[config.mk]
export PLATFORM = sky130hd
export DESIGN_NAME = demux432b_buf
export DESIGN_NICKNAME = d
export VERILOG_FILES = /design/src/rtl/demux432b_buf.sv
export SDC_FILE = /design/constraint.sdc
export NUM_CORES = 1
export LEC_CHECK = 0
export BUFFER_PORTS_ARGS = -buffer_cell sky130_fd_sc_hd__buf_4
export CAP_MARGIN = 40
export CORE_UTILIZATION = 45
export DETAILED_ROUTE_END_ITERATION = 10
export PLACE_DENSITY = 0.72
export SLEW_MARGIN = 0
export SYNTH_ARGS = -nofsm -noshare
export SYNTH_HDL_FRONTEND = slang
export SYNTH_SLANG_ARGS = --single-unit
[constraint.sdc]
create_clock -name clk -period 1.89 [get_ports clk]
set_input_delay 0.0945 -clock clk [delete_from_list [all_inputs] [get_ports clk]]
set_output_delay 0.0945 -clock clk [all_outputs]
set_load 0.05 [all_outputs]
[src/rtl/demux432b_buf.sv]
// 1-to-4 write-side demultiplexer: routes a word by select into one of four
// single-entry holding registers, each with its own valid/ready and delivery counter.
module demux432b_buf #(
    parameter int WIDTH = 32,
    parameter int CNT_W = 8
) (
    input  logic                 clk,
    input  logic                 rst_n,
    input  logic                 in_valid,
    output logic                 in_ready,
    input  logic [1:0]           in_sel,
    input  logic [WIDTH-1:0]     in_data,
    output logic [3:0]           out_valid,
    input  logic [3:0]           out_ready,
    output logic [WIDTH-1:0]     out_data0,
    output logic [WIDTH-1:0]     out_data1,
    output logic [WIDTH-1:0]     out_data2,
    output logic [WIDTH-1:0]     out_data3,
    output logic [4*CNT_W-1:0]   xfer_cnt
);

    logic [WIDTH-1:0] data_p0 [4];
    logic [3:0]       vld_p0;
    logic [CNT_W-1:0] cnt_p0  [4];
    logic             wr;
    logic [3:0]       drain;

    function automatic logic [CNT_W-1:0] cnt_inc(input logic [CNT_W-1:0] c);
        return c + CNT_W'(1);
    endfunction

    // A full channel still accepts when its consumer drains it this same cycle.
    assign in_ready = rst_n & (~vld_p0[in_sel] | out_ready[in_sel]);
    assign wr       = in_valid & in_ready;
    assign drain    = vld_p0 & out_ready;

    // Holding-register stage: input side to out_* side, one cycle.
    always_ff @(posedge clk) begin
        if (!rst_n) begin
            vld_p0 <= '0;
            for (int k = 0; k < 4; k++) begin
                data_p0[k] <= '0;
                cnt_p0[k]  <= '0;
            end
        end else begin
            for (int k = 0; k < 4; k++) begin
                if (wr && (in_sel == 2'(k))) begin
                    data_p0[k] <= in_data;
                    vld_p0[k]  <= 1'b1;
                end else if (drain[k]) begin
                    vld_p0[k]  <= 1'b0;
                end
                if (drain[k])
                    cnt_p0[k] <= cnt_inc(cnt_p0[k]);
            end
        end
    end

    assign out_valid = vld_p0;
    assign out_data0 = data_p0[0];
    assign out_data1 = data_p0[1];
    assign out_data2 = data_p0[2];
    assign out_data3 = data_p0[3];

    always_comb begin
        xfer_cnt = '0;
        for (int k = 0; k < 4; k++)
            xfer_cnt[k*CNT_W +: CNT_W] = cnt_p0[k];
    end

endmodule
==> results of run 1 <==
==> worst min-delay path, stage by stage <==
cell	delay [ns]
buf_4	0.08
nand2_1	0.08
nor2_1	0.09
==> cells by family (layout without fill, tap and decap cells) <==
logic type | count (synthesis) | in the layout
mux | 1 | 1
buf+inv | 22 | 253
fa+ha+maj | 4 | 4
simple gates | 253 | 253
flops | 164 | 164
xor+xnor | 12 | 12
compound gates | 29 | 29
==> per-layer routing <==
layer,share of wire (%),GRT usage [%],up-vias
met3,7.4,6.297,28
li1,-,-,2138
met5,0,0,-
met2,51,36.93,204
met4,2.3,9.722,0
met1,39,27.19,2248
==> cells in the mapped netlist (all sizes together) <==
cell	count
dfxtp	4
nor2b	2
nand2	53
o21ai	12
o311ai	1
nand4bb	1
a21boi	4
edfxtp	160
nor2	146
ha	4
buf	17
or4	1
nand4	5
and2	5
a21oi	12
nand2b	4
mux2i	1
or3	11
and3	4
xnor2	6
inv	3
xor2	6
nand3	21
clkbuf	2
==> per-stage QoR <==
stage / hold slack [ns] / setup slack, ns / std cells / power, mW / util [%]
after floorplan: 0.2971 / 0.1797 / 485 / 5.098 / -
after detailed placement: 0.4625 / 0.4571 / 864 / 5.558 / 59.30
final: 0.02418 / 0.2069 / 896 / 8.927 / 63.60
after global placement: 0.4545 / 0.5070 / 864 / 5.539 / 59.30
after global routing: 0.02353 / 0.09926 / 896 / 9.168 / 63.60
after CTS: 0.006483 / 0.1625 / 896 / 8.986 / 63.60
==> where the power goes <==
part           total (mW)  internal, mW  switching [mW]
clock                3.45          1.98            1.47
sequential           4.25          4.16          0.0853
combinational        1.23         0.328           0.903
total                8.93          6.47            2.46
==> flip-flops by register name (all words and copies together), names as in the netlist <==
name / count
cnt_p0: 32
out_valid: 4
data_p0: 128
==> cells in the final DEF (no fill, tap or decap), types with 2 or more instances in the layout <==
cell type and instances:
ha_1 4, buf_4 215, xnor2_1 6, clkinv_2 2, inv_1 3, and3_1 4
bufinv_16 2, nor2_1 146, a21oi_1 12, clkbuf_16 17, dfxtp_1 4, xor2_1 6
clkinvlp_4 2, nand2_2 4, o21ai_0 12, buf_12 3, nand2b_1 4, edfxtp_1 160
nand4_1 5, nor2b_1 2, a21boi_0 4, nand3_1 20, clkinv_4 2, inv_8 2
inv_6 5, nand2_1 49, and2_1 5, or3_1 11
==> layout make-up <==
| class | instances | share of cell area (%) |
|---|---|---|
| clock inverters | 15 | 1.921 |
| repair buffers | 218 | 19.04 |
| well taps | 180 | 2.561 |
| clock buffers | 17 | 4.838 |
| flip-flops and latches | 164 | 55.55 |
| inverters | 3 | 0.1281 |
| multi-input cells | 299 | 15.96 |
==> final timing paths <==
| path | end | slack [ns] | cells past startpoint |
|---|---|---|---|
| hold / removal | data_p0[1][31]$_SDFFCE_PN0P_ | 0.02 | 3 |
| setup / recovery | in_ready | 0.21 | 4 |
| hold reg to reg | out_valid[2]$_SDFFE_PN0P_ | 0.61 | 2 |
| setup reg to reg | cnt_p0[1][6]$_SDFFCE_PN0P_ | 0.42 | 4 |
==> reports/qor.yml, run 1 <==
cts_made_buffers: 17
synth.avg_cell_area_sq_um: 13.15
routed_wl_mm: 15.93
crit_path_end_kind: "output port"
synth_xor_area_share_pct: 1.648
holdCritPathClass: "in -> reg"
ctsHtreeMaxLevel: 4
ioPinCount: 206
rsz0062_at_grt: "no"
vdd_ir_drop_max_mv: 0.4877
core_sq_um: 13830
fmax_mhz: 594.1
drc_errors: 0
min_period_ns: 1.683
grt_max_degree: 33
port_buffers: 205
synth_top_family_by_area: "simple AND/OR/NAND/NOR gates"
setup_violations: 0
ctsHoldBuffers: 0
firstDrtPassIters: 5
cpPeakStageDelay_ns: 0.40
cp.required_ns: 1.80
tns_ns: 0
synth_compound_area_share_pct: 2.491
post_drt_wl_per_cell_um: 17.78
antenna_found_initial: 0
netlist.top_cell.by_area: "edfxtp_1"
crit_family: "compound AO/OA/AOI/OAI gates"
cp.arrival_ns: 1.59
startpoint_type: "flip-flop"
synth_nets: 530
clk_pin_slew_ns: 0.06
seq_area_sq_um: 4885
stdcell_area_sq_um: 8793
maxSlewViolCount: 0
synth_top_cells_by_area: "edfxtp_1 75%, nor2_1 8.6%, nand2_1 3.1%"
initial_core_util_pct: 46.13
crit_fanout: 5
clockRootBuffer: "clkbuf_16"
grt_pass1_vias: 4381
power.density_nw_per_um2: 1015
power.leakage_nw: 3.605
fin_crit_sh_pct: 89.06
worst-path-buf-inv: 1
ant_nets: 0
grt_overflow_total: 0
cap_violations: 0
die_h_um: 121.1
synthSimpleGateAreaFrac_pct: 16.77
worst_pin_slew_ns: 0.4084
yosysUniqueCellTypes: 26
min-delay-start: "in_data[31]"
layout-drive-gt1-share_pct: 35.61
grt_pass1_wl_mm: 23.74
cts_buffer_depth: 2
final.fill_count: 1073
viasPerCell: 5.154
n_antenna_cell: 0
cts_resized: 0
cts_tree: "built"
path_class: "reg -> out"
synth_mux_area_share_pct: 0.1569
path_cells: "nand2b_1 -> o311ai_0 -> a21oi_1 -> buf_4"
multiInputGateArea_sq_um: 1404
routabilityCongestion: 0.7905
post-cts-setup-buffers: 0
synthAdderAreaFrac_pct: 0.7846
num_rows: 43
synth-seq-area-share_pct: 76.58
fin_nets: 748
synth_cells: 485
relSlewSlack_pct: 72.77
r2r-start: "cnt_p0[1][0]$_SDFFCE_PN0P_"
die_area_sq_um: 14650
crit_path_start: "out_valid[0]$_SDFFE_PN0P_"
area_delta_synth_final_pct: 37.86
ys_ff_latch: 164
fp.dieW_um: 121.1
post_dp_cell_area_sq_um: 8199
vias: 4618
track_usage_pct: 22.28
status: "complete, no violations"
hold_viol: 0
clkSinkCount: 164
finClkSkew_ns: 0.007298
clk_latency_ns: 0.43
worst_path_max_delay_cell: "dfxtp_1"
hpwl_mm: 10.96
yosys.area.top_type_share_pct: 75.32
netlist_area_sq_um: 6379
ys_warn_count: 0
drtIter0Drc: 375
(Power assumes the default switching activity.)
==> run 2, diff against run 1 <==
--- a/config.mk
+++ b/config.mk
@@ -11,2 +11,3 @@
 export DETAILED_ROUTE_END_ITERATION = 10
+export GPL_ROUTABILITY_DRIVEN = 0
 export PLACE_DENSITY = 0.72
==> constraint.sdc (replaced) <==
create_clock -name clk -period 1.89 [get_ports clk]
set_input_delay 0 -clock clk [delete_from_list [all_inputs] [get_ports clk]]
set_output_delay 0 -clock clk [all_outputs]
set_load 0.05 [all_outputs]
==> reports/qor.yml, run 2 (synthesis results as in run 1) <==
status: "complete, no violations"  # unchanged
crit_path_start: "out_valid[0]$_SDFFE_PN0P_"  # unchanged
power.density_nw_per_um2: 997.0  # was 1015 nW/um^2
cpPeakStageDelay_ns: 0.40  # about the same
routed_wl_mm: 16.47  # was 15.93 mm
cp.required_ns: 1.89  # was 1.80 ns
r2r-start: "cnt_p0[1][1]$_SDFFCE_PN0P_"  # was cnt_p0[1][0]$_SDFFCE_PN0P_
power.leakage_nw: 3.787  # was 3.605 nW
track_usage_pct: 22.92  # was 22.28%
viasPerCell: 5.132  # was 5.154
worst_pin_slew_ns: 0.4081  # was 0.4084 ns
stdcell_area_sq_um: 9231  # was 8793 sq um
grt_pass1_wl_mm: 24.65  # was 23.74 mm
ioPinCount: 206  # unchanged
relSlewSlack_pct: 72.45  # was 72.77%
holdCritPathClass: "in -> reg"  # unchanged
ctsHoldBuffers: 40  # was 0
post-cts-setup-buffers: 0  # unchanged
grt_pass1_vias: 4641  # was 4381
initial_core_util_pct: 46.13  # unchanged
setup_violations: 0  # unchanged
layout-drive-gt1-share_pct: 33.38  # was 35.61%
post_drt_wl_per_cell_um: 17.62  # was 17.78 um
grt_overflow_total: 0  # unchanged
cts_resized: 0  # unchanged
ctsHtreeMaxLevel: 4  # unchanged
vias: 4798  # was 4618
path_class: "reg -> out"  # unchanged
grt_max_degree: 33  # unchanged
fp.dieW_um: 121.1  # unchanged
mostFrequentLayoutCell: "buf_4"  # unchanged
tns_ns: 0  # unchanged
cts_made_buffers: 17  # unchanged
rrSetupSlack_ns: 0.39  # was 0.42 ns
startpoint_type: "flip-flop"  # unchanged
top_usage_layer: "met2"  # unchanged
crit_fanout: 5  # unchanged
area_delta_synth_final_pct: 44.72  # was 37.86%
num_rows: 43  # unchanged
cts_tree: "built"  # unchanged
drtIter0Drc: 329  # was 375
clk_latency_ns: 0.43  # about the same
fin_nets: 787  # was 748
final.fill_count: 1021  # was 1073
worstSetupEndpoint: "in_ready"  # unchanged
grt_use_met3_pct: 5.545  # was 6.297%
grt_use_met2_pct: 39.43  # was 36.93%
cap_violations: 0  # unchanged
timing.rr.end: "cnt_p0[1][6]$_SDFFCE_PN0P_"  # unchanged
maxSlewViolCount: 0  # unchanged
fin_crit_sh_pct: 86.59  # was 89.06%
cts_buffer_depth: 2  # unchanged
path_cells: "nand2b_1 -> o311ai_0 -> a21oi_1 -> buf_4"  # unchanged
layout.cells.most_common_list: "213 x buf_4, 160 x edfxtp_1, 146 x nor2_1, 49 x nand2_1, 40 x dlygate4sd3_1"  # was 215 x buf_4, 160 x edfxtp_1, 146 x nor2_1, 49 x nand2_1, 20 x nand3_1
ant_nets: 0  # unchanged
cp.arrival_ns: 1.64  # was 1.59 ns
rsz0062_at_grt: "no"  # unchanged
top_register: "data_p0"  # unchanged
port_buffers: 205  # unchanged
use_met1_pct: 26.73  # was 27.19%
hpwl_mm: 10.98  # was 10.96 mm
post_dp_cell_area_sq_um: 8204  # was 8199 sq um
n_antenna_cell: 0  # unchanged
clockRootBuffer: "clkbuf_16"  # unchanged
reg2reg_depth: 4  # unchanged
clk_pin_slew_ns: 0.06  # about the same
antenna_found_initial: 0  # unchanged
worst_path_max_delay_cell: "dfxtp_1"  # unchanged
die_area_sq_um: 14650  # unchanged
die_h_um: 121.1  # unchanged
hold_viol: 0  # unchanged
fmax_mhz: 611.1  # was 594.1 MHz
core_sq_um: 13830  # unchanged
drc_errors: 0  # unchanged
largest_register_ffs: 128  # unchanged
crit_path_end_kind: "output port"  # unchanged
finalPower_mw: 9.204  # was 8.927 mW
finClkSkew_ns: 0.01029  # was 0.007298 ns
firstDrtPassIters: 5  # unchanged
vdd_ir_drop_max_mv: 0.5019  # was 0.4877 mV
clkSinkCount: 164  # unchanged
min_period_ns: 1.637  # was 1.683 ns
## run 2: where the power goes
part	switching, mW	internal [mW]
clock network	1.43	2.23
logic	0.918	0.383
registers	0.0863	4.16
## run 2: how the worst min path moves through the flow
| stage | from | end | slack, ns | depth (start not counted) |
|---|---|---|---|---|
| floorplan | in_valid | out_valid[2]$_SDFFE_PN0P_ | 0.20 | 2 |
| global placement | in_data[31] | data_p0[2][31]$_SDFFCE_PN0P_ | 0.36 | 3 |
| detailed placement | in_data[15] | data_p0[1][15]$_SDFFCE_PN0P_ | 0.37 | 3 |
| CTS | in_data[4] | data_p0[2][4]$_SDFFCE_PN0P_ | 0.47 | 4 |
| global route | in_data[7] | data_p0[1][7]$_SDFFCE_PN0P_ | 0.51 | 4 |
| finish | in_data[4] | data_p0[0][4]$_SDFFCE_PN0P_ | 0.48 | 4 |
## run 2: stage by stage
step                hold slack (ns)  setup WS [ns]  instances  utilization [%]
global route                 0.5067         0.1425        935            66.76
floorplan                    0.2026         0.1797        485                -
global placement             0.3622         0.4921        863            59.33
finish                       0.4771         0.2535        935            66.76
CTS                          0.4712         0.2057        935            66.76
detailed placement           0.3716         0.4387        863            59.33
## run 2: metal layers
metal | wire (um) | part of all wire, %
met5 | 0 | 0
met4 | 509 | 3.1
met3 | 946 | 5.7
met2 | 8562 | 52
met1 | 6453 | 39
## run 2: layout make-up
type | count | area (sq um) | area share (%)
clock buffer | 18 | 429.2 | 4.649
clock inverter | 14 | 197.7 | 2.142
inverter | 3 | 11.26 | 0.1220
multi-input combinational | 299 | 1404 | 15.21
sequential | 164 | 4885 | 52.91
tap | 180 | 225.2 | 2.440
timing repair buffer | 257 | 2079 | 22.53
## run 2: worst max-delay path, delay by kind of cell (launching register included)
kind	cells	cell delay, ns
buffers and inverters	1	0.21
AND/OR/NAND/NOR	1	0.13
AO/OA/AOI/OAI	2	0.48
flip-flops	1	0.40
